`config.mk`:
```
export PLATFORM = sky130hd
export DESIGN_NAME = uart_rsa_frame_ctrl_flat
export DESIGN_NICKNAME = d
export VERILOG_FILES = /design/src/rtl/uart_rsa_frame_ctrl_if.sv /design/src/rtl/uart_rsa_frame_ctrl.sv /design/src/flat_wrapper.sv
export SDC_FILE = /design/constraint.sdc
export NUM_CORES = 1
export LEC_CHECK = 0
export ABC_AREA = 1
export BUFFER_PORTS_ARGS = -buffer_cell sky130_fd_sc_hd__buf_2
export CAP_MARGIN = 25
export CORE_MARGIN = 10
export CORE_UTILIZATION = 50
export DETAILED_ROUTE_END_ITERATION = 8
export GPL_TIMING_DRIVEN = 0
export HOLD_SLACK_MARGIN = 0.06
export PLACE_DENSITY = 0.72
export REMOVE_ABC_BUFFERS = 1
export SETUP_SLACK_MARGIN = 0.05
export SLEW_MARGIN = 25
export SYNTH_ARGS = -nofsm -noshare
export SYNTH_HDL_FRONTEND = slang
export SYNTH_SLANG_ARGS = --single-unit
```
`constraint.sdc`:
```
create_clock -name clk -period 2.94 [get_ports clk]
set_clock_uncertainty 0.05 [all_clocks]
set_input_delay 0.441 -clock clk [delete_from_list [all_inputs] [get_ports clk]]
set_output_delay 0.441 -clock clk [all_outputs]
set_load 0.01 [all_outputs]
```
`src/rtl/uart_rsa_frame_ctrl_if.sv`:
```
// Byte-level UART and RSA-core signal bundle seen by the frame controller.
// The master side is the controller; the slave side is the UART and the core.
interface uart_rsa_frame_ctrl_if #(
    parameter int unsigned W = 32
);
    logic         rx_readable;
    logic [7:0]   rx_data;
    logic         rx_used_tick;
    logic         tx_start;
    logic [7:0]   tx_data;
    logic         tx_busy;
    logic [W-1:0] exp_out;
    logic [W-1:0] mod_out;
    logic [W-1:0] msg_out;
    logic         core_start;
    logic         core_done;
    logic [W-1:0] core_result;

    modport master (
        input  rx_readable, rx_data, tx_busy, core_done, core_result,
        output rx_used_tick, tx_start, tx_data, exp_out, mod_out, msg_out, core_start
    );

    modport slave (
        output rx_readable, rx_data, tx_busy, core_done, core_result,
        input  rx_used_tick, tx_start, tx_data, exp_out, mod_out, msg_out, core_start
    );
endinterface

```
`src/rtl/uart_rsa_frame_ctrl.sv`:
```
// Command-frame controller between the UART byte interface and the RSA core:
// loads exponent/modulus/message, runs the core and streams the result back.
module uart_rsa_frame_ctrl #(
    parameter int unsigned DATA_BYTES     = 4,
    parameter int unsigned TIMEOUT_CYCLES = 1_000_000
) (
    input  logic                  clk,
    input  logic                  rst,
    uart_rsa_frame_ctrl_if.master bus,
    output logic                  busy,
    output logic                  frame_err
);
    localparam int unsigned W     = 8 * DATA_BYTES;
    localparam int unsigned CNT_W = (DATA_BYTES > 1) ? $clog2(DATA_BYTES) : 1;
    localparam int unsigned TMO_W = $clog2(TIMEOUT_CYCLES + 1);

    localparam logic [7:0] CMD_EXP  = 8'h10;
    localparam logic [7:0] CMD_MOD  = 8'h11;
    localparam logic [7:0] CMD_MSG  = 8'h12;
    localparam logic [7:0] ERR_BYTE = 8'hEE;

    typedef enum logic [2:0] {
        S_IDLE,
        S_RECV,
        S_COMMIT,
        S_START,
        S_WAIT,
        S_SEND,
        S_SEND_HOLD,
        S_ERR_TX
    } state_t;

    state_t           state;
    logic [7:0]       cmd_q;
    logic [CNT_W-1:0] byte_cnt;
    logic [TMO_W-1:0] tmo_cnt;
    logic [W-1:0]     stage;
    logic [W-1:0]     res_q;
    logic             hold_skip;
    logic             err_mode;

    // The UART readable flag lags the consume pulse by a cycle, so skip it then.
    logic rx_take;
    logic last_byte;
    assign rx_take   = bus.rx_readable && !bus.rx_used_tick;
    assign last_byte = (byte_cnt == CNT_W'(DATA_BYTES - 1));

    always_ff @(posedge clk) begin
        if (rst) begin
            state            <= S_IDLE;
            cmd_q            <= '0;
            byte_cnt         <= '0;
            tmo_cnt          <= '0;
            stage            <= '0;
            res_q            <= '0;
            hold_skip        <= 1'b0;
            err_mode         <= 1'b0;
            busy             <= 1'b0;
            frame_err        <= 1'b0;
            bus.rx_used_tick <= 1'b0;
            bus.tx_start     <= 1'b0;
            bus.tx_data      <= '0;
            bus.core_start   <= 1'b0;
            bus.exp_out      <= '0;
            bus.mod_out      <= '0;
            bus.msg_out      <= '0;
        end else begin
            bus.rx_used_tick <= 1'b0;
            bus.tx_start     <= 1'b0;
            bus.core_start   <= 1'b0;
            frame_err        <= 1'b0;

            case (state)
                S_IDLE: begin
                    if (rx_take) begin
                        bus.rx_used_tick <= 1'b1;
                        busy             <= 1'b1;
                        byte_cnt         <= '0;
                        tmo_cnt          <= '0;
                        cmd_q            <= bus.rx_data;
                        if (bus.rx_data inside {CMD_EXP, CMD_MOD, CMD_MSG}) begin
                            state <= S_RECV;
                        end else begin
                            state <= S_ERR_TX;
                        end
                    end
                end

                S_RECV: begin
                    if (rx_take) begin
                        bus.rx_used_tick         <= 1'b1;
                        stage[8*byte_cnt +: 8]   <= bus.rx_data;
                        tmo_cnt                  <= '0;
                        if (last_byte) begin
                            state <= S_COMMIT;
                        end else begin
                            byte_cnt <= byte_cnt + CNT_W'(1);
                        end
                    end else if (tmo_cnt == TMO_W'(TIMEOUT_CYCLES - 1)) begin
                        // Stalled frame: drop the partial payload, keep the operands.
                        frame_err <= 1'b1;
                        busy      <= 1'b0;
                        stage     <= '0;
                        tmo_cnt   <= '0;
                        state     <= S_IDLE;
                    end else begin
                        tmo_cnt <= tmo_cnt + TMO_W'(1);
                    end
                end

                S_COMMIT: begin
                    case (cmd_q)
                        CMD_EXP: begin
                            bus.exp_out <= stage;
                            busy        <= 1'b0;
                            state       <= S_IDLE;
                        end
                        CMD_MOD: begin
                            bus.mod_out <= stage;
                            busy        <= 1'b0;
                            state       <= S_IDLE;
                        end
                        default: begin
                            bus.msg_out    <= stage;
                            bus.core_start <= 1'b1;
                            state          <= S_START;
                        end
                    endcase
                end

                S_START: begin
                    state <= S_WAIT;
                end

                S_WAIT: begin
                    if (bus.core_done) begin
                        res_q    <= bus.core_result;
                        byte_cnt <= '0;
                        err_mode <= 1'b0;
                        state    <= S_SEND;
                    end
                end

                S_SEND: begin
                    if (!bus.tx_busy) begin
                        bus.tx_start <= 1'b1;
                        bus.tx_data  <= res_q[8*byte_cnt +: 8];
                        hold_skip    <= 1'b1;
                        state        <= S_SEND_HOLD;
                    end
                end

                S_SEND_HOLD: begin
                    // First cycle after tx_start the UART has not raised busy yet.
                    if (hold_skip) begin
                        hold_skip <= 1'b0;
                    end else if (!bus.tx_busy) begin
                        if (err_mode || last_byte) begin
                            err_mode <= 1'b0;
                            busy     <= 1'b0;
                            state    <= S_IDLE;
                        end else begin
                            byte_cnt <= byte_cnt + CNT_W'(1);
                            state    <= S_SEND;
                        end
                    end
                end

                S_ERR_TX: begin
                    frame_err <= 1'b1;
                    res_q     <= W'(ERR_BYTE);
                    byte_cnt  <= '0;
                    err_mode  <= 1'b1;
                    state     <= S_SEND;
                end

                default: begin
                    busy  <= 1'b0;
                    state <= S_IDLE;
                end
            endcase
        end
    end
endmodule

```
`src/flat_wrapper.sv`:
```
// flat-port wrapper written by rule: the top's interface ports become plain ports
module uart_rsa_frame_ctrl_flat 
#(
    parameter int unsigned DATA_BYTES     = 4,
    parameter int unsigned TIMEOUT_CYCLES = 1_000_000
)
  (clk, rst, busy, frame_err, bus_rx_readable, bus_rx_data, bus_tx_busy, bus_core_done, bus_core_result, bus_rx_used_tick, bus_tx_start, bus_tx_data, bus_exp_out, bus_mod_out, bus_msg_out, bus_core_start);
  uart_rsa_frame_ctrl_if bus_i ();
  input  logic clk;
  input  logic rst;
  output logic busy;
  output logic frame_err;
  input wire logic [$bits(bus_i.rx_readable)-1:0] bus_rx_readable;
  input wire logic [$bits(bus_i.rx_data)-1:0] bus_rx_data;
  input wire logic [$bits(bus_i.tx_busy)-1:0] bus_tx_busy;
  input wire logic [$bits(bus_i.core_done)-1:0] bus_core_done;
  input wire logic [$bits(bus_i.core_result)-1:0] bus_core_result;
  output wire logic [$bits(bus_i.rx_used_tick)-1:0] bus_rx_used_tick;
  output wire logic [$bits(bus_i.tx_start)-1:0] bus_tx_start;
  output wire logic [$bits(bus_i.tx_data)-1:0] bus_tx_data;
  output wire logic [$bits(bus_i.exp_out)-1:0] bus_exp_out;
  output wire logic [$bits(bus_i.mod_out)-1:0] bus_mod_out;
  output wire logic [$bits(bus_i.msg_out)-1:0] bus_msg_out;
  output wire logic [$bits(bus_i.core_start)-1:0] bus_core_start;
  assign bus_i.rx_readable = bus_rx_readable;
  assign bus_i.rx_data = bus_rx_data;
  assign bus_i.tx_busy = bus_tx_busy;
  assign bus_i.core_done = bus_core_done;
  assign bus_i.core_result = bus_core_result;
  assign bus_rx_used_tick = bus_i.rx_used_tick;
  assign bus_tx_start = bus_i.tx_start;
  assign bus_tx_data = bus_i.tx_data;
  assign bus_exp_out = bus_i.exp_out;
  assign bus_mod_out = bus_i.mod_out;
  assign bus_msg_out = bus_i.msg_out;
  assign bus_core_start = bus_i.core_start;
  uart_rsa_frame_ctrl #(.DATA_BYTES(DATA_BYTES), .TIMEOUT_CYCLES(TIMEOUT_CYCLES)) u_core (.clk(clk), .rst(rst), .bus(bus_i), .busy(busy), .frame_err(frame_err));
endmodule
```
# Word level (Yosys, flattened, before mapping)
# Index checks and enable logic that the tools add are counted.
# word_totals
regBits	208
inputBits	45
out_inout_bits	109
# op_classes
add_sub_neg	3
n_eq_ne	28
shifts	3
mux	47
bitwise_logic	5
n_reduce_logical	30
# ops
operator	count
$mux 32	3
$pmux 32 s2	1
$mux 20	3
$eq 8x5->1 const B	5
$pmux 20 s2	1
$neg 5->34	1
$shift 8x34->32 const A	1
$shiftx 8x34->32	1
$bwmux 32	1
$shiftx 32x6->8	1
$mux 3	10
$pmux 3 s8	1
$add 20x1->20 const B	1
$eq 20x20->1 const B	1
$reduce_and 2->1	9
$mux 2	8
$ne 2x2->1 const B	8
$reduce_and 8->1	2
$mux 1	14
$eq 3x3->1 const B	4
$pmux 2 s5	1
$reduce_or 2->1	5
$ne 2x1->1 const B	4
$reduce_bool 2->1	4
other kinds (19)	26

# Logic depth before layout (Yosys ltp)
# Gate-level depths: netlist (run 1).
# depth
word_depth	6
ltp_mapped	12
ltp_nobuf	11

# Worst setup path before layout (run 1)
# OpenSTA, ideal clock, no wires.
# synth_path
kind	flip-flop to flip-flop
startpoint	register u_core.byte_cnt[0]
endpoint	register u_core.stage[29]
arrival_time_ns	2.144
required_ns	2.826
path_slack_ns	0.682
stages_incl_launch_ff	12
n_path_buf	3
synth_period_minus_slack_ns	2.258
path_cell_list	dfxtp_1 clkbuf_1 inv_1 clkbuf_1 ha_1 clkbuf_1 inv_1 nand2_1 nor3_2 and3_1 nor2_1 nor2_1
# synth_between
elab_chain_cells	4
# synth_rtl
element	line_no	rtl
from (decl)	uart_rsa_frame_ctrl.sv:35	logic [CNT_W-1:0] byte_cnt;
from (signal assigned)	uart_rsa_frame_ctrl.sv:97	byte_cnt <= byte_cnt + CNT_W'(1);
from (signal assigned)	uart_rsa_frame_ctrl.sv:163	byte_cnt <= byte_cnt + CNT_W'(1);
$neg 5->34 *	uart_rsa_frame_ctrl.sv:92	stage[8*byte_cnt +: 8] <= bus.rx_data;
$shiftx 8x34->32 / $shift 8x34->32 (equally long branches)	uart_rsa_frame_ctrl.sv:92	
$bwmux 32 *	uart_rsa_frame_ctrl.sv:92	
$mux 32 *	uart_rsa_frame_ctrl.sv:90	if (rx_take) begin
to (signal, indexed assignment)	uart_rsa_frame_ctrl.sv:92	
to (decl)	uart_rsa_frame_ctrl.sv:37	logic [W-1:0] stage;
# Every way passes the cells marked *; elsewhere a longest branch is shown, timed or not.
# A chain may end at the register's enable or synchronous reset.

# Final worst setup path (run 1)
# layout_path
startpoint	register u_core.tmo_cnt[0]
endpoint	register u_core.stage[11]
# layout_between
elab_chain_cells	3
# layout_rtl
element	line_no	rtl
from (decl)	uart_rsa_frame_ctrl.sv:36	logic [TMO_W-1:0] tmo_cnt;
from (signal assigned)	uart_rsa_frame_ctrl.sv:107	tmo_cnt <= tmo_cnt + TMO_W'(1);
$eq 20x20->1	uart_rsa_frame_ctrl.sv:99	end else if (tmo_cnt == TMO_W'(TIMEOUT_CYCLES - 1)) begin
$reduce_bool 2->1 (no line)	-	
$reduce_and 2->1 (no line)	-	
# No other way between the ends.

==> results of run 1 <==
cells in the mapped netlist, drive strengths merged:
| cell type | n |
|---|---|
| a211oi | 16 |
| a21oi | 169 |
| a31oi | 8 |
| and3 | 2 |
| buf | 37 |
| clkbuf | 32 |
| clkinv | 3 |
| dfxtp | 208 |
| ha | 5 |
| inv | 181 |
| nand2 | 177 |
| nand3 | 47 |
| nand3b | 1 |
| nand4 | 38 |
| nor2 | 131 |
| nor2b | 1 |
| nor3 | 22 |
| o21ai | 133 |
| o21bai | 1 |
| or2 | 5 |
| xnor2 | 1 |
| xor2 | 3 |
per-stage QoR:
step	cell area (µm²)	total power (µW)	std cells
floorplan	8605	5114	1152
global placement	9652	5766	1530
detailed placement	9777	5854	1535
CTS	10520	8650	1576
global route	10530	9133	1576
finish	10530	8584	1577
flip-flops by register name (all words and copies together) (netlist names), 2 cells and up:
| register | flops |
|---|---|
| u_core.res_q | 32 |
| u_core.bus.tx_data | 8 |
| u_core.bus.exp_out | 32 |
| u_core.state | 3 |
| u_core.byte_cnt | 2 |
| u_core.bus.msg_out | 32 |
| u_core.stage | 32 |
| u_core.cmd_q | 8 |
| u_core.tmo_cnt | 20 |
| u_core.bus.mod_out | 32 |
routing by layer:
layer,GRT usage,vias up,wire [µm],part of all wire
met2,0.2900,217,10150,0.45
met3,0.04128,30,1394,0.062
li1,-,4197,-,-
met1,0.2427,3573,10590,0.47
met4,0.04274,0,421,0.019
met5,0,-,0,0
kinds of logic after synthesis:
logic type / Yosys count / synth area share
buf+inv: 253 / 0.1146
fa+ha+maj: 5 / 0.007003
simple gates: 424 / 0.2171
xor+xnor: 4 / 0.003922
compound gates: 327 / 0.1913
flops: 208 / 0.4661
worst min-delay path: stages:
cell,delay (ps)
buf_2,100
nand3_1,70
a21oi_1,60
path summary, 6_finish.rpt:
check,to,slack [ps],cells past startpoint
worst max register to register,u_core.stage[11]$_SDFFE_PP0P_,210,8
worst min-delay path,u_core.res_q[30]$_SDFFE_PP0P_,160,3
worst max-delay path,u_core.stage[11]$_SDFFE_PP0P_,210,8
worst min register to register,u_core.bus.msg_out[1]$_SDFFE_PP0P_,390,2
layout make-up:
cell class | count | area share
repair buffers | 160 | 0.08367
diodes | 1 | 0.0002377
inverters | 184 | 0.06691
well taps | 225 | 0.02674
flip-flops and latches | 208 | 0.3960
clock buffers | 33 | 0.06109
repair inverters | 1 | 0.0004754
multi-input cells | 760 | 0.3577
clock inverters | 5 | 0.007131
repair_timing:
item,CTS,global route
hold buffers,0,0
resized for setup,3,2
cloned,1,0
setup buffers,2,0
endpoints found under the setup margin,32,17
power by group:
group          internal [µW]  switching (µW)  leakage [µW]
clock                   1680            1080      0.000353
combinational            764            1510       0.00258
sequential              3250             307       0.00169
total                   5690            2890       0.00462
==> results.toml, run 1 <==
[timing]
rsz0062_at_grt = "yes"
drv_slew = 0
max_freq_mhz = 366.6
post-route-min-period_ps = 2727
max-slew-margin-rel = 0.4047
timing.hold.ws_ps = 160.2
setup_viol = 0
tns_ps = 0
setup_ws_ps = 212.5
fin_crit_sh = 0.9277
tightest_slew_ps = 893.0
hold_violations = 0

[global_routing]
grt_pass1_vias = 7407
grt.overflow.total = 0
grtUsageTotal = 0.1812
grt_max_degree = 79
antenna_found_initial = 0
grt_pass1_wl_um = 37230

[route]
wl_um = 22560
vias_per_cell = 5.084
firstDrtPassIters = 5
drc_errors = 0
wl_per_cell_um = 14.31
drt_iter0_drc = 571
via_count = 8017
drtAntennaViolNets = 0

[floorplan]
num_io_pins = 154
fp.dieH_um = 153.7
core-area_mm2 = 0.01742
placementRows = 48
start_util = 0.5129
dieArea_mm2 = 0.02361
die_width_um = 153.7

[setup_path]
crit_start = "u_core.tmo_cnt[0]$_SDFFE_PP0P_"
path_cells = "ha_1 > nand3_1 > nor2_1 > nand3_1 > nand2_1 > nand3_1 > nor2_1 > nor2_1"
crit_buf_inv = 0
required_ps = 3280
worst-setup-path-type = "reg -> reg"
crit_path_end_kind = "flop"
reg2reg_from = "u_core.tmo_cnt[0]$_SDFFE_PP0P_"
cp-start-kind = "flop"
worstPathMaxFanout = 21
arrival_ps = 3060
slowest_stage = "nand3_1"
cp_slowest_stage_delay_ps = 620
cpLargestDelayFamily = "simple AND/OR/NAND/NOR gates"

[clocking]
htree_levels = 1
clkTransAtPathRegs_ps = 60
cts_buffers = 22
root_buffer = "clkbuf_16"
clock_latency_ps = 500
clock_sinks = 208
clk_path_buf_depth = 3
cts_tree = "yes"

[finish]
drive_above_1_share = 0.1747
fillerInstances = 1623
layout_commonest_cell = "dfxtp_1"
area_delta_synth_final_pct = 17.84
final_util = 0.6045
multi_input_area_mm2 = 0.003766
nets = 1387
regArea_mm2 = 0.004169
most-common-layout-cells = "206 x dfxtp_1, 173 x inv_1, 172 x nand2_1, 169 x a21oi_1, 153 x buf_2"

[synthesis]
synthDistinctLibCells = 42
yosysTopAreaCellShare = 0.4661
synthesis.area_mm2 = 0.008934
ys_seq_area_frac = 0.4661
ys_ff_latch = 208
ys_warn_count = 0
syn_inst = 1221
syn_area_per_cell_um2 = 7.317
synth.area.top_cells = "dfxtp_1 47%, a21oi_1 9.5%, inv_1 7.4%"
yosysTopAreaCell = "dfxtp_1"

[pwr]
p_leak_uw = 0.004617
ir_drop_mv = 0.4296
power.density_mw_per_mm2 = 815.4

[placement]
io_buffer_count = 153
globalplace.congestion = 0.9015
dp_worst_setup_slack_ps = -428.8
dp_hpwl_um = 15350

[run_status]
outcome = "finished clean"

[job]
drv_cap = 0

[hold_path]
hp-start = "bus_core_result[30]"
hold_path_class = "in -> reg"
(Power assumes the default switching activity.)
==> run 2: changes to the inputs <==
--- a/config.mk
+++ b/config.mk
@@ -9,4 +9,5 @@
 export BUFFER_PORTS_ARGS = -buffer_cell sky130_fd_sc_hd__buf_2
 export CAP_MARGIN = 25
+export CORE_ASPECT_RATIO = 1.4
 export CORE_MARGIN = 10
 export CORE_UTILIZATION = 50
--- a/constraint.sdc
+++ b/constraint.sdc
@@ -3,3 +3,3 @@
 set_input_delay 0.441 -clock clk [delete_from_list [all_inputs] [get_ports clk]]
 set_output_delay 0.441 -clock clk [all_outputs]
-set_load 0.01 [all_outputs]
+set_load 0.1 [all_outputs]
==> run 2 against run 1 <==
Non-clock buffer count decreased by 1. Setup slack improved by 100 ps. Register-to-register slack improved by 100 ps. Fmax increased by 3.8%. Critical path type unchanged.
==> results.toml, run 2 (same netlist as run 1, synthesis figures left out) <==
[run_status]
outcome = "finished clean"

[finish]
layout_commonest_cell = "dfxtp_1"
nets = 1385
drive_above_1_share = 0.1764
fin_cells = 1585
fillerInstances = 1626
regArea_mm2 = 0.004167
n_antenna_cell = 0
multi_input_area_mm2 = 0.003776
most-common-layout-cells = "206 x dfxtp_1, 173 x inv_1, 172 x nand2_1, 169 x a21oi_1, 153 x buf_2"
area_delta_synth_final_pct = 18.03

[clocking]
clk_path_buf_depth = 3
cts_tree = "yes"
clock_latency_ps = 480
clkTransAtPathRegs_ps = 60
cts_buffers = 21
clock_sinks = 208
htree_levels = 1
root_buffer = "clkbuf_16"

[timing]
rsz0062_at_grt = "no"
post-route-min-period_ps = 2626
fin_crit_sh = 0.8934
max_freq_mhz = 380.7
max-slew-margin-rel = 0.3917
hold_violations = 0
setup_viol = 0
drv_slew = 0
tightest_slew_ps = 912.5
timing.hold.ws_ps = 172.0

[floorplan]
num_io_pins = 154
dieArea_mm2 = 0.02369
placementRows = 57
die_width_um = 133.0
core-area_mm2 = 0.01747
start_util = 0.5113
fp.dieH_um = 178.2

[pwr]
ir_drop_mv = 0.5261
p_leak_uw = 0.004616
power.density_mw_per_mm2 = 939.5

[placement]
globalplace.congestion = 0.9325
dp_hpwl_um = 15800
dp.cells = 1546
io_buffer_count = 153

[hold_path]
hold_depth = 3
hp-start = "bus_core_result[29]"
hold_path_class = "in -> reg"

[route]
drt_iter0_drc = 464
firstDrtPassIters = 5
wl_per_cell_um = 14.30
via_count = 8111
drc_errors = 0
wl_um = 22660
vias_per_cell = 5.117
drtAntennaViolNets = 0

[setup_path]
crit_path_end_kind = "flop"
required_ps = 3310
rr_worst_depth = 9
worst-setup-path-type = "reg -> reg"
cp-start-kind = "flop"
worstPathMaxFanout = 31
arrival_ps = 2990
crit_start = "u_core.byte_cnt[0]$_SDFFE_PP0P_"
reg2reg_from = "u_core.byte_cnt[0]$_SDFFE_PP0P_"

[global_routing]
grtUsageTotal = 0.1833
grt_max_degree = 84
grt_pass1_wl_um = 37080
grt.overflow.total = 0
antenna_found_initial = 1
grt_pass1_vias = 7550

[job]
drv_cap = 0
[run 2: cell types whose count changed in the layout (fill, tap and decap cells not counted), sizes merged]
cell    before  now
buf        160  159
bufinv       2    3
clkbuf      33   32
clkinv       6    5
diode        1    0
[run 2: what timing repair did]
action                     CTS  global route
cloned                       1             0
buffers inserted             1             0
hold buffers                 0             0
gates resized for setup      3             3
setup endpoints to repair   32            20
[run 2: final timing paths]
path / end / slack, ps
max: u_core.stage[30]$_SDFFE_PP0P_ / 310
max reg2reg: u_core.stage[30]$_SDFFE_PP0P_ / 310
min reg2reg: u_core.bus.msg_out[5]$_SDFFE_PP0P_ / 390
min: u_core.res_q[29]$_SDFFE_PP0P_ / 170
[run 2: metal layers]
metal	vias to the layer above	wire length, µm	global-route usage	share of wire
li1	4195	-	-	-
met1	3667	9481	0.2142	0.42
met2	215	11450	0.3334	0.51
met3	32	1324	0.03463	0.058
met4	2	393	0.05055	0.017
met5	-	18	0	0.00079
[run 2: worst max-delay path, cell delays in order, from the launching register on]
cell,delay (ps)
dfxtp_2,730
clkinvlp_4,230
ha_1,350
inv_1,210
nand2_1,260
nor3_2,330
nand2_1,90
nand4_1,120
nand2_1,80
nor2_1,110
[run 2: cell type report]
type,instances,area share
multi-input combinational,760,0.3581
inverter,184,0.06681
sequential,208,0.3952
tap,236,0.02801
clock inverter,5,0.009493
clock buffer,32,0.05945
timing repair buffer,159,0.08247
timing repair inverter,1,0.0004747
[run 2: through the flow]
| step | util | TNS [ps] | worst slack (ps) | cell area, µm² | total power [µW] |
|---|---|---|---|---|---|
| 2_1_floorplan | - | -85.52 | -14.15 | 8605 | 6401 |
| 3_3_place_gp | 0.5532 | -246210 | -2148 | 9666 | 7071 |
| 3_5_place_dp | 0.5601 | -6262 | -440.7 | 9787 | 7159 |
| 4_1_cts | 0.6028 | 0 | 199.9 | 10530 | 9976 |
| 5_1_grt | 0.6034 | 0 | 73.57 | 10540 | 10450 |
| 6_report | 0.6034 | 0 | 313.6 | 10540 | 9906 |
[run 2: power breakdown]
group / internal [µW] / switching (µW) / leakage (µW)
clock network: 1730 / 1060 / 0.000358
registers: 3250 / 310 / 0.00169
logic: 758 / 2810 / 0.00257
==> run 3: changes to the inputs <==
Settings changed: RECOVER_POWER set to 100.
==> run 3 against run 2 <==
Combinational power decreased by 3%. Highest routed layer unchanged. First-iteration DRC count rose by 8.6%. Sequential share of layout area up 0.79 points. Cell area down 2.0%. Utilization decreased by 1.2 points. Global-route usage unchanged. Setup slack got worse by 69 ps. Cell count is the same. Clock power about the same. Die area is the same.
==> results.toml, run 3 (same netlist as run 1, synthesis figures left out) <==
[global_routing]
grt_max_degree = 84
grt.overflow.total = 0
grt_pass1_vias = 7550
antenna_found_initial = 1
grt_pass1_wl_um = 37080
grtUsageTotal = 0.1833

[clocking]
clk_path_buf_depth = 3
cts_tree = "yes"
clkTransAtPathRegs_ps = 60
clock_sinks = 208
cts_buffers = 21
htree_levels = 1
clock_latency_ps = 480
root_buffer = "clkbuf_16"

[timing]
post-route-min-period_ps = 2695
setup_viol = 0
max_freq_mhz = 371.0
rsz0062_at_grt = "no"
max-slew-margin-rel = 0.1576
hold_violations = 0
tns_ps = 0
fin_crit_sh = 0.9168
drv_slew = 0
tightest_slew_ps = 1269

[floorplan]
dieArea_mm2 = 0.02369
fp.dieH_um = 178.2
start_util = 0.5113
num_io_pins = 154
die_width_um = 133.0
core-area_mm2 = 0.01747
placementRows = 57

[pwr]
pwr-share-seq = 0.363
intPower_uw = 5657
p_leak_uw = 0.004123
p_sw_uw = 4144
power.density_mw_per_mm2 = 948.2
pwr-share-comb = 0.353
swShare = 0.4228
ir_drop_mv = 0.5265
p_clk_frac = 0.284

[setup_path]
ff2ff_setup_slack_ps = 240
cp_slowest_stage_delay_ps = 490
cp-start-kind = "flop"
crit_path_end_kind = "flop"
worstPathMaxFanout = 21
slowest_stage = "clkbuf_1"
path_cells = "or2_1 > nor2_1 > nand2_1 > nor3_4 > clkbuf_1 > buf_8 > buf_8 > o21ai_0 > a21oi_1"
arrival_ps = 3060
required_ps = 3310
crit_path_frequent_cell = "buf_8"
worst-setup-path-type = "reg -> reg"

[finish]
most-common-layout-cells = "206 x dfxtp_1, 176 x nand2_1, 175 x inv_1, 169 x a21oi_1, 131 x o21ai_0"
area_delta_synth_final_pct = 15.70
n_antenna_cell = 0
nets = 1385
final_util = 0.5916
drive_above_1_share = 0.08525
layout_commonest_cell = "dfxtp_1"
fillerInstances = 1707

[route]
vias_per_cell = 5.109
via_count = 8097
firstDrtPassIters = 5
drc_errors = 0
drt_iter0_drc = 504
wl_um = 22720
drtAntennaViolNets = 0
wl_per_cell_um = 14.34

[placement]
io_buffer_count = 153
globalplace.congestion = 0.9325
dp_hpwl_um = 15800

[job]
drv_cap = 0

[run_status]
outcome = "finished clean"

[hold_path]
hold_path_class = "in -> reg"
## run 3: cell type report
cell class	instances	area, µm²	area share
clock buffers	32	626.9	0.06065
clock inverters	5	100.1	0.009684
inverters	184	704.4	0.06815
multi-input cells	760	3712	0.3592
flip-flops and latches	208	4167	0.4031
well taps	236	295.3	0.02857
repair buffers	159	725.7	0.07021
repair inverters	1	5.005	0.0004842
## run 3: worst paths after layout
check / startpoint / to / cells past startpoint
worst min-delay path: bus_core_result[30] / u_core.res_q[30]$_SDFFE_PP0P_ / 3
worst max-delay path: u_core.cmd_q[5]$_SDFFE_PP0P_ / u_core.bus.exp_out[14]$_SDFFE_PP0P_ / 9
worst min register to register: u_core.bus.mod_out[24]$_SDFFE_PP0P_ / u_core.bus.mod_out[24]$_SDFFE_PP0P_ / 2
worst max register to register: u_core.cmd_q[5]$_SDFFE_PP0P_ / u_core.bus.exp_out[14]$_SDFFE_PP0P_ / 9
## run 3: per-layer routing
| layer | track usage | vias up | share of wire |
|---|---|---|---|
| li1 | - | 4198 | - |
| met1 | 0.2142 | 3679 | 0.42 |
| met2 | 0.3334 | 188 | 0.51 |
| met3 | 0.03463 | 30 | 0.051 |
| met4 | 0.05055 | 2 | 0.017 |
| met5 | 0 | - | 0.00079 |
## run 3: critical path: cells and delay by family (launching register included)
kind / cells / cell delay, ps
simple gates: 4 / 1140
buf+inv: 3 / 910
flops: 1 / 310
compound gates: 2 / 230
## run 3: power groups by stage
stage / clock, µW / sequential (µW) / combinational (µW)
3_3_place_gp: 0 / 3590 / 3480
3_5_place_dp: 0 / 3610 / 3550
2_1_floorplan: 0 / 4910 / 1490
6_report: 2790 / 3560 / 3460
5_1_grt: 2960 / 3610 / 3770
4_1_cts: 2840 / 3550 / 3580
## run 3: timing repair
item | CTS | global route
setup buffers | 1 | 0
hold buffers | 0 | 0
gates cloned | 1 | 0
endpoints found under the hold margin | 0 | 0
resized for setup | 3 | 3
setup endpoints to repair | 32 | 20
## run 3: per-stage QoR
step           cells  power [µW]  hold WS, ps  instance area (µm²)  setup slack (ps)
2_1_floorplan   1152        6401        381.3                 8605            -14.15
3_3_place_gp    1541        7071        379.4                 9666             -2148
3_5_place_dp    1546        7159        381.9                 9787            -440.7
4_1_cts         1585        9976        157.8                10530             199.9
5_1_grt         1585       10340        170.4                10340             42.22
6_report        1585        9800        172.1                10340             244.6
